## config.mk

```make
export PLATFORM = sky130hd
export DESIGN_NAME = alu_arbiter_flat
export DESIGN_NICKNAME = d
export VERILOG_FILES = /design/src/rtl/alu_arbiter_pkg.sv /design/src/rtl/alu_arbiter_if.sv /design/src/rtl/alu_arbiter_rr_pick2.sv /design/src/rtl/alu_arbiter.sv /design/src/flat_wrapper.sv
export SDC_FILE = /design/constraint.sdc
export NUM_CORES = 1
export LEC_CHECK = 0
export CELL_PAD_IN_SITES_DETAIL_PLACEMENT = 0
export CELL_PAD_IN_SITES_GLOBAL_PLACEMENT = 1
export CORE_AREA = 2 2 150 122
export DETAILED_ROUTE_END_ITERATION = 8
export DIE_AREA = 0 0 152 124
export PLACE_DENSITY = 0.84
export RECOVER_POWER = 50
export SLEW_MARGIN = 20
export SYNTH_ARGS = -nofsm -noshare
export SYNTH_HDL_FRONTEND = slang
export SYNTH_SLANG_ARGS = --single-unit
```

## constraint.sdc

```tcl
create_clock -name clk -period 5.8 [get_ports clk]
set_input_delay 1.74 -clock clk [delete_from_list [all_inputs] [get_ports clk]]
set_output_delay 1.74 -clock clk [all_outputs]
set_load 0.05 [all_outputs]
```

## src/rtl/alu_arbiter_pkg.sv

```systemverilog
// Shared types and constants for the ALU arbiter and its neighbours.
package alu_arbiter_pkg;

  // ALU command issued with each operation.
  typedef enum logic [1:0] {
    ALU_ADD,
    ALU_SUB,
    ALU_AND,
    ALU_OR
  } AluCtrl;

  // Arbiter sequencing states.
  typedef enum logic [1:0] {
    ARB_IDLE,
    ARB_LOAD,
    ARB_RUN,
    ARB_DONE
  } ArbState;

  // Nibble cycles the serial ALU needs for one 32-bit operation.
  localparam int ALU_NIBBLES = 8;

  // One-hot port mask for a one-bit port index.
  function automatic logic [1:0] port_onehot(input logic idx);
    return idx ? 2'b10 : 2'b01;
  endfunction

endpackage

```

## src/rtl/alu_arbiter_if.sv

```systemverilog
// Request/response and ALU-side bus of the ALU arbiter.
// The slave modport is the arbiter's view; master is the surrounding logic.
interface alu_arbiter_if;
  import alu_arbiter_pkg::*;

  // Requester side, two ports
  logic [1:0]  req_valid;
  logic [1:0]  req_ready;
  AluCtrl      req_ctrl [2];
  logic [31:0] req_w1   [2];
  logic [31:0] req_w2   [2];
  logic [1:0]  resp_valid;
  logic [1:0]  resp_ready;
  logic [31:0] resp_result;
  logic        resp_timeout;

  // Serial ALU side
  AluCtrl      alu_ctrl;
  logic [31:0] alu_w1;
  logic [31:0] alu_w2;
  logic        alu_perm_to_count;
  logic        alu_busy;
  logic [31:0] alu_result;

  modport slave (
    input  req_valid, req_ctrl, req_w1, req_w2, resp_ready, alu_busy, alu_result,
    output req_ready, resp_valid, resp_result, resp_timeout,
           alu_ctrl, alu_w1, alu_w2, alu_perm_to_count
  );

  modport master (
    output req_valid, req_ctrl, req_w1, req_w2, resp_ready, alu_busy, alu_result,
    input  req_ready, resp_valid, resp_result, resp_timeout,
           alu_ctrl, alu_w1, alu_w2, alu_perm_to_count
  );

endinterface

```

## src/rtl/alu_arbiter_rr_pick2.sv

```systemverilog
// Two-way round-robin pick: a lone requester wins, a tie goes to the
// port that was not granted last.
module rr_pick2
  import alu_arbiter_pkg::*;
(
  input  logic [1:0] valid,
  input  logic       last,
  output logic       grant,
  output logic       any
);

  // Resolve the grant index from the current requests and the last winner.
  always_comb begin
    any   = valid[0] | valid[1];
    grant = 1'b0;
    if (valid == 2'b11) begin
      grant = ~last;
    end else if (valid[1]) begin
      grant = 1'b1;
    end
  end

endmodule

```

## src/rtl/alu_arbiter.sv

```systemverilog
// Shares the nibble-serial ALU between the execute path (port 0) and the
// load/store address generator (port 1). One operation in flight: accept,
// load operands, run the ALU count-enable until busy falls (or give up after
// TIMEOUT run cycles), then hand the result back to the issuing port.
module alu_arbiter
  import alu_arbiter_pkg::*;
#(
  parameter int NIBBLES = ALU_NIBBLES,
  parameter int TIMEOUT = 2 * NIBBLES + 2
) (
  input  logic          clk,
  input  logic          rst,
  alu_arbiter_if.slave  bus
);

  localparam int RW = $clog2(TIMEOUT + 1);
  localparam logic [RW-1:0] RUN_LAST = RW'(TIMEOUT - 1);

  ArbState     state_reg;
  logic        last_reg;
  logic        owner_reg;
  logic [RW-1:0] run_cnt_reg;
  AluCtrl      alu_ctrl_reg;
  logic [31:0] alu_w1_reg;
  logic [31:0] alu_w2_reg;
  logic        perm_reg;
  logic [1:0]  resp_valid_reg;
  logic [31:0] resp_result_reg;
  logic        resp_timeout_reg;

  logic        grant;
  logic        any;
  logic [1:0]  req_ready;
  logic        accept;

  rr_pick2 u_pick (
    .valid (bus.req_valid),
    .last  (last_reg),
    .grant (grant),
    .any   (any)
  );

  // Offer the round-robin grant only while idle and out of reset.
  always_comb begin
    req_ready = 2'b00;
    if (state_reg == ARB_IDLE && !rst && any) begin
      req_ready = port_onehot(grant);
    end
  end

  assign accept = |(bus.req_valid & req_ready);

  // Sequencer: accept, load, run the ALU, then hold the response until taken.
  always_ff @(posedge clk or posedge rst) begin
    if (rst) begin
      state_reg        <= ARB_IDLE;
      last_reg         <= 1'b1;
      owner_reg        <= 1'b0;
      run_cnt_reg      <= '0;
      alu_ctrl_reg     <= ALU_ADD;
      alu_w1_reg       <= '0;
      alu_w2_reg       <= '0;
      perm_reg         <= 1'b0;
      resp_valid_reg   <= 2'b00;
      resp_result_reg  <= '0;
      resp_timeout_reg <= 1'b0;
    end else begin
      case (state_reg)
        ARB_IDLE: begin
          if (accept) begin
            alu_ctrl_reg <= bus.req_ctrl[grant];
            alu_w1_reg   <= bus.req_w1[grant];
            alu_w2_reg   <= bus.req_w2[grant];
            owner_reg    <= grant;
            last_reg     <= grant;
            state_reg    <= ARB_LOAD;
          end
        end
        ARB_LOAD: begin
          // One cycle with count-enable low so the ALU restarts its nibble index.
          run_cnt_reg <= '0;
          perm_reg    <= 1'b1;
          state_reg   <= ARB_RUN;
        end
        ARB_RUN: begin
          run_cnt_reg <= run_cnt_reg + RW'(1);
          // Busy is already high in the first run cycle, so ignore it there.
          if (run_cnt_reg != '0 && !bus.alu_busy) begin
            resp_result_reg  <= bus.alu_result;
            resp_timeout_reg <= 1'b0;
            perm_reg         <= 1'b0;
            resp_valid_reg   <= port_onehot(owner_reg);
            state_reg        <= ARB_DONE;
          end else if (run_cnt_reg == RUN_LAST) begin
            resp_result_reg  <= '0;
            resp_timeout_reg <= 1'b1;
            perm_reg         <= 1'b0;
            resp_valid_reg   <= port_onehot(owner_reg);
            state_reg        <= ARB_DONE;
          end
        end
        ARB_DONE: begin
          // Only the owner's ready releases the response.
          if (bus.resp_ready[owner_reg]) begin
            resp_valid_reg <= 2'b00;
            state_reg      <= ARB_IDLE;
          end
        end
        default: begin
          state_reg <= ARB_IDLE;
        end
      endcase
    end
  end

  assign bus.req_ready         = req_ready;
  assign bus.resp_valid        = resp_valid_reg;
  assign bus.resp_result       = resp_result_reg;
  assign bus.resp_timeout      = resp_timeout_reg;
  assign bus.alu_ctrl          = alu_ctrl_reg;
  assign bus.alu_w1            = alu_w1_reg;
  assign bus.alu_w2            = alu_w2_reg;
  assign bus.alu_perm_to_count = perm_reg;

endmodule

```

## src/flat_wrapper.sv

```systemverilog
// flat-port wrapper written by rule: the top's interface ports become plain ports
module alu_arbiter_flat import alu_arbiter_pkg::*;
#(
  parameter int NIBBLES = ALU_NIBBLES,
  parameter int TIMEOUT = 2 * NIBBLES + 2
)
  (clk, rst, bus_req_valid, bus_req_ctrl, bus_req_w1, bus_req_w2, bus_resp_ready, bus_alu_busy, bus_alu_result, bus_req_ready, bus_resp_valid, bus_resp_result, bus_resp_timeout, bus_alu_ctrl, bus_alu_w1, bus_alu_w2, bus_alu_perm_to_count);
  alu_arbiter_if bus_i ();
  input  logic clk;
  input  logic rst;
  input wire logic [$bits(bus_i.req_valid)-1:0] bus_req_valid;
  input wire logic [$bits(bus_i.req_ctrl)-1:0] bus_req_ctrl;
  input wire logic [$bits(bus_i.req_w1)-1:0] bus_req_w1;
  input wire logic [$bits(bus_i.req_w2)-1:0] bus_req_w2;
  input wire logic [$bits(bus_i.resp_ready)-1:0] bus_resp_ready;
  input wire logic [$bits(bus_i.alu_busy)-1:0] bus_alu_busy;
  input wire logic [$bits(bus_i.alu_result)-1:0] bus_alu_result;
  output wire logic [$bits(bus_i.req_ready)-1:0] bus_req_ready;
  output wire logic [$bits(bus_i.resp_valid)-1:0] bus_resp_valid;
  output wire logic [$bits(bus_i.resp_result)-1:0] bus_resp_result;
  output wire logic [$bits(bus_i.resp_timeout)-1:0] bus_resp_timeout;
  output wire logic [$bits(bus_i.alu_ctrl)-1:0] bus_alu_ctrl;
  output wire logic [$bits(bus_i.alu_w1)-1:0] bus_alu_w1;
  output wire logic [$bits(bus_i.alu_w2)-1:0] bus_alu_w2;
  output wire logic [$bits(bus_i.alu_perm_to_count)-1:0] bus_alu_perm_to_count;
  assign bus_i.req_valid = bus_req_valid;
  assign bus_i.req_ctrl = {>>{bus_req_ctrl}};
  assign bus_i.req_w1 = {>>{bus_req_w1}};
  assign bus_i.req_w2 = {>>{bus_req_w2}};
  assign bus_i.resp_ready = bus_resp_ready;
  assign bus_i.alu_busy = bus_alu_busy;
  assign bus_i.alu_result = bus_alu_result;
  assign bus_req_ready = bus_i.req_ready;
  assign bus_resp_valid = bus_i.resp_valid;
  assign bus_resp_result = bus_i.resp_result;
  assign bus_resp_timeout = bus_i.resp_timeout;
  assign bus_alu_ctrl = bus_i.alu_ctrl;
  assign bus_alu_w1 = bus_i.alu_w1;
  assign bus_alu_w2 = bus_i.alu_w2;
  assign bus_alu_perm_to_count = bus_i.alu_perm_to_count;
  alu_arbiter #(.NIBBLES(NIBBLES), .TIMEOUT(TIMEOUT)) u_core (.clk(clk), .rst(rst), .bus(bus_i));
endmodule
```

==> summary.md <==
| Metric | Value |
|---|---|
| Kind of critical path | `input port to primary output` |
| Setup TNS | `0 ns` |
| Post-synth top flop | `dfrtp_1` |
| Die Height | `124 um` |
| Crit path buf inv count | `2` |
| CTS Sinks | `around 110` |
| Post-synth ARST share | `1.00` |
| Detailed-route DRC error count | `0` |
| R2r setup slk | `2.94 ns` |
| Static Leak | `3.79 nW` |
| CTS tree | `built` |
| Ant diodes | `0` |
| Slew HR | `-0.784` |
| Final Setup Violations | `0` |
| Starting Density | `0.277` |
| Layout area overhead | `65.9%` |
| WL final | `between 10000 and 15000 um` |
| Min Tclk post-route | `5.28 ns` |
| Max_cap viols | `2` |
| Unrepaired setup endpoints after global routing | `no` |
| Commonest cells after routing, fill and taps aside | `232 x clkdlybuf4s50_1, 110 x dfrtp_1, 104 x inv_1` |
| P per Cell Area | `570 nW/um^2` |
| Clk pin slew, worst setup/hold paths | `0.08 ns` |
| Ys Warns | `0` |
| First-pass GRT wire length | `23100 um` |
| Yosys reg bits | `111` |
| Hold_buf cts | `0` |
| Most common library cell in the layout ignoring fill and taps | `clkdlybuf4s50_1` |
| Largest net degree at the start of global routing | `around 110` |
| Number of cells on the worst hold path | `2` |
| Sequential area share after synthesis | `0.581` |
| Clock latency at the later pin of the worst-skew pair | `0.35 ns` |
| Vias in the first global route | `between 4000 and 5000` |
| Grt total ovfl | `0` |
| Core Region | `17300 um^2` |
| Syn_area_per_cell | `10.9 um^2` |
| Critical path startpoint category | `input port` |
| Number of gates resized after CTS | `0` |
| Proportion of layout cells with a drive suffix above 1 | `0.0445` |
| Row count | `between 40 and 50` |
| Fin. Hold Viols | `0` |
| Nets | `869` |
| Drt initial violations | `580` |
| GP Congestion | `around 0.74` |
| 1st-pass router iterations | `7` |
| Final slew viol count | `171` |
| Hold_sp | `u_core.bus.resp_result[20]` |
| Die area | `18800 um^2` |
| Worst-path cell with the longest stage delay | `clkdlybuf4s50_1` |
| Syn nets | `615` |
| Max incr delay on CP | `0.79 ns` |
| Crit end category | `primary output` |
| Violated checks | `max-capacitance violations, max-slew violations` |
| Post-synth EDFFs | `0` |
| R2r endpoint | `u_core.bus.resp_result[14]` |
| Vias/cell | `between 4 and 5` |
| CTS Buffer Depth | `2` |
| Tcrit/Tclk final | `0.910` |
| Synthesized area | `4780 um^2` |
| Filler instances | `1636` |
| Status | `finished with violations` |
| Port Buf Inserts | `274` |
| Maximum vdd ir drop | `0.290 mV` |
| Antenna violations before repair | `0` |
| Root Driver | `clkbuf_16` |
| CTS Buf Count | `9` |
| Post-CTS Setup Repair Bufs | `0` |
| Worst-path cell chain | `dlygate4sd3_1 > nor2b_2 > and3_2 > clkdlybuf4s50_1` |
| Vias | `4334` |
| Worst-case reg-to-reg path depth | `6` |
| Die X | `~150 um` |
| Min-delay worst type | `register to register` |
| Crit path DAT | `3.54 ns` |
| Yosys cell types | `34` |
| IO Pins | `275` |
| Cell family with most CP delay | `buffers and inverters` |
| Reg2reg start | `u_core.run_cnt_reg[0]` |
| PnR Total Power | `around 4.5 mW` |
| Hold EP | `u_core.bus.resp_result[20]` |
| Wirelength per Cell | `15.8 um` |
| Worst-path maximum fanout | `3` |
| Syn Inst Count | `about 440` |
| Critical path required time | `just over 4 ns` |
| Final Skew | `0.00670 ns` |
| F_max | `around 190 MHz` |
| Total GRT Usage | `0.153` |
| Dpl hpwl | `10200 um` |
| H-tree depth | `3` |
| Post-DRT Antenna Nets | `0` |
| Actual slew at the worst max-slew pin | `2.68 ns` |
[power breakdown]
part           switching [mW]  internal (mW)
clock                   0.306          0.344
sequential              0.177           1.11
combinational            1.67          0.913
total                    2.15           2.37
[layer usage]
layer,vias up,GRT usage,wire length [um]
met5,-,0,0
met4,0,0.0461,277
met3,21,0.0633,1440
met2,205,0.244,6560
met1,2043,0.191,6270
li1,2065,-,-
[worst register-to-register path, cell delays in order (launching register included)]
cell and delay, ns:
dfrtp_1 0.42, inv_1 0.11, ha_1 0.15, nor4b_2 0.25, or3_1 1.43, nand3_1 0.26
o21ai_1 0.16
[per-stage QoR]
stage / instances / hold slack (ns) / utilization / instance area, um^2 / setup slack, ns
finish: 921 / 0.499 / 0.459 / 7930 / 0.524
detailed placement: 905 / 0.487 / 0.443 / 7640 / 0.599
global route: 921 / 0.520 / 0.459 / 7930 / 0.470
floorplan: 437 / 0.498 / - / 4780 / 1.13
global placement: 905 / 0.480 / 0.443 / 7640 / 0.615
CTS: 921 / 0.510 / 0.460 / 7950 / 0.602
[cells in the mapped netlist, types with 3 or more instances]
master / count / area share
a21o_1: 3 / 0.0047
clkbuf_1: 14 / 0.011
nand3_1: 37 / 0.039
buf_2: 10 / 0.010
ha_1: 7 / 0.018
nand2_1: 7 / 0.0055
o21ai_0: 14 / 0.015
mux2i_1: 3 / 0.0063
inv_1: 105 / 0.082
mux2_2: 3 / 0.0071
dfrtp_1: 110 / 0.58
nor2_1: 3 / 0.0024
o21ai_1: 22 / 0.023
a222oi_1: 66 / 0.14
buf_6: 8 / 0.019
buf_4: 4 / 0.0063
[cells by family (layout without fill, tap and decap cells)]
logic type | Yosys count | in the layout | share of synthesized area
buffers and inverters | 142 | 401 | 0.130
AOI/OAI and AO/OA | 113 | 113 | 0.193
DFF | 111 | 111 | 0.581
and+or+nand+nor | 58 | 58 | 0.0644
adders and majority gates | 7 | 7 | 0.0183
muxes | 6 | 6 | 0.0134
[final cells by class]
type                       instances  area [um^2]  share of cell area
multi-input combinational        184         1390               0.175
tap                              225          282              0.0355
clock inverter                     6         77.6             0.00978
inverter                         106          399              0.0503
sequential                       111         2780               0.350
timing repair buffer             279         2780               0.350
clock buffer                      10          229              0.0289
[worst max-delay path by stage]
stage	startpoint	endpoint	cells after the start	slack, ns
6_report	rst	bus_req_ready[1]	4	0.52
4_1_cts	rst	bus_req_ready[1]	4	0.60
3_5_place_dp	rst	bus_req_ready[1]	4	0.60
3_3_place_gp	rst	bus_req_ready[1]	4	0.61
2_1_floorplan	rst	u_core.bus.alu_ctrl[0]	1	1.13
5_1_grt	rst	bus_req_ready[0]	4	0.47
(Power assumes the default switching activity.)
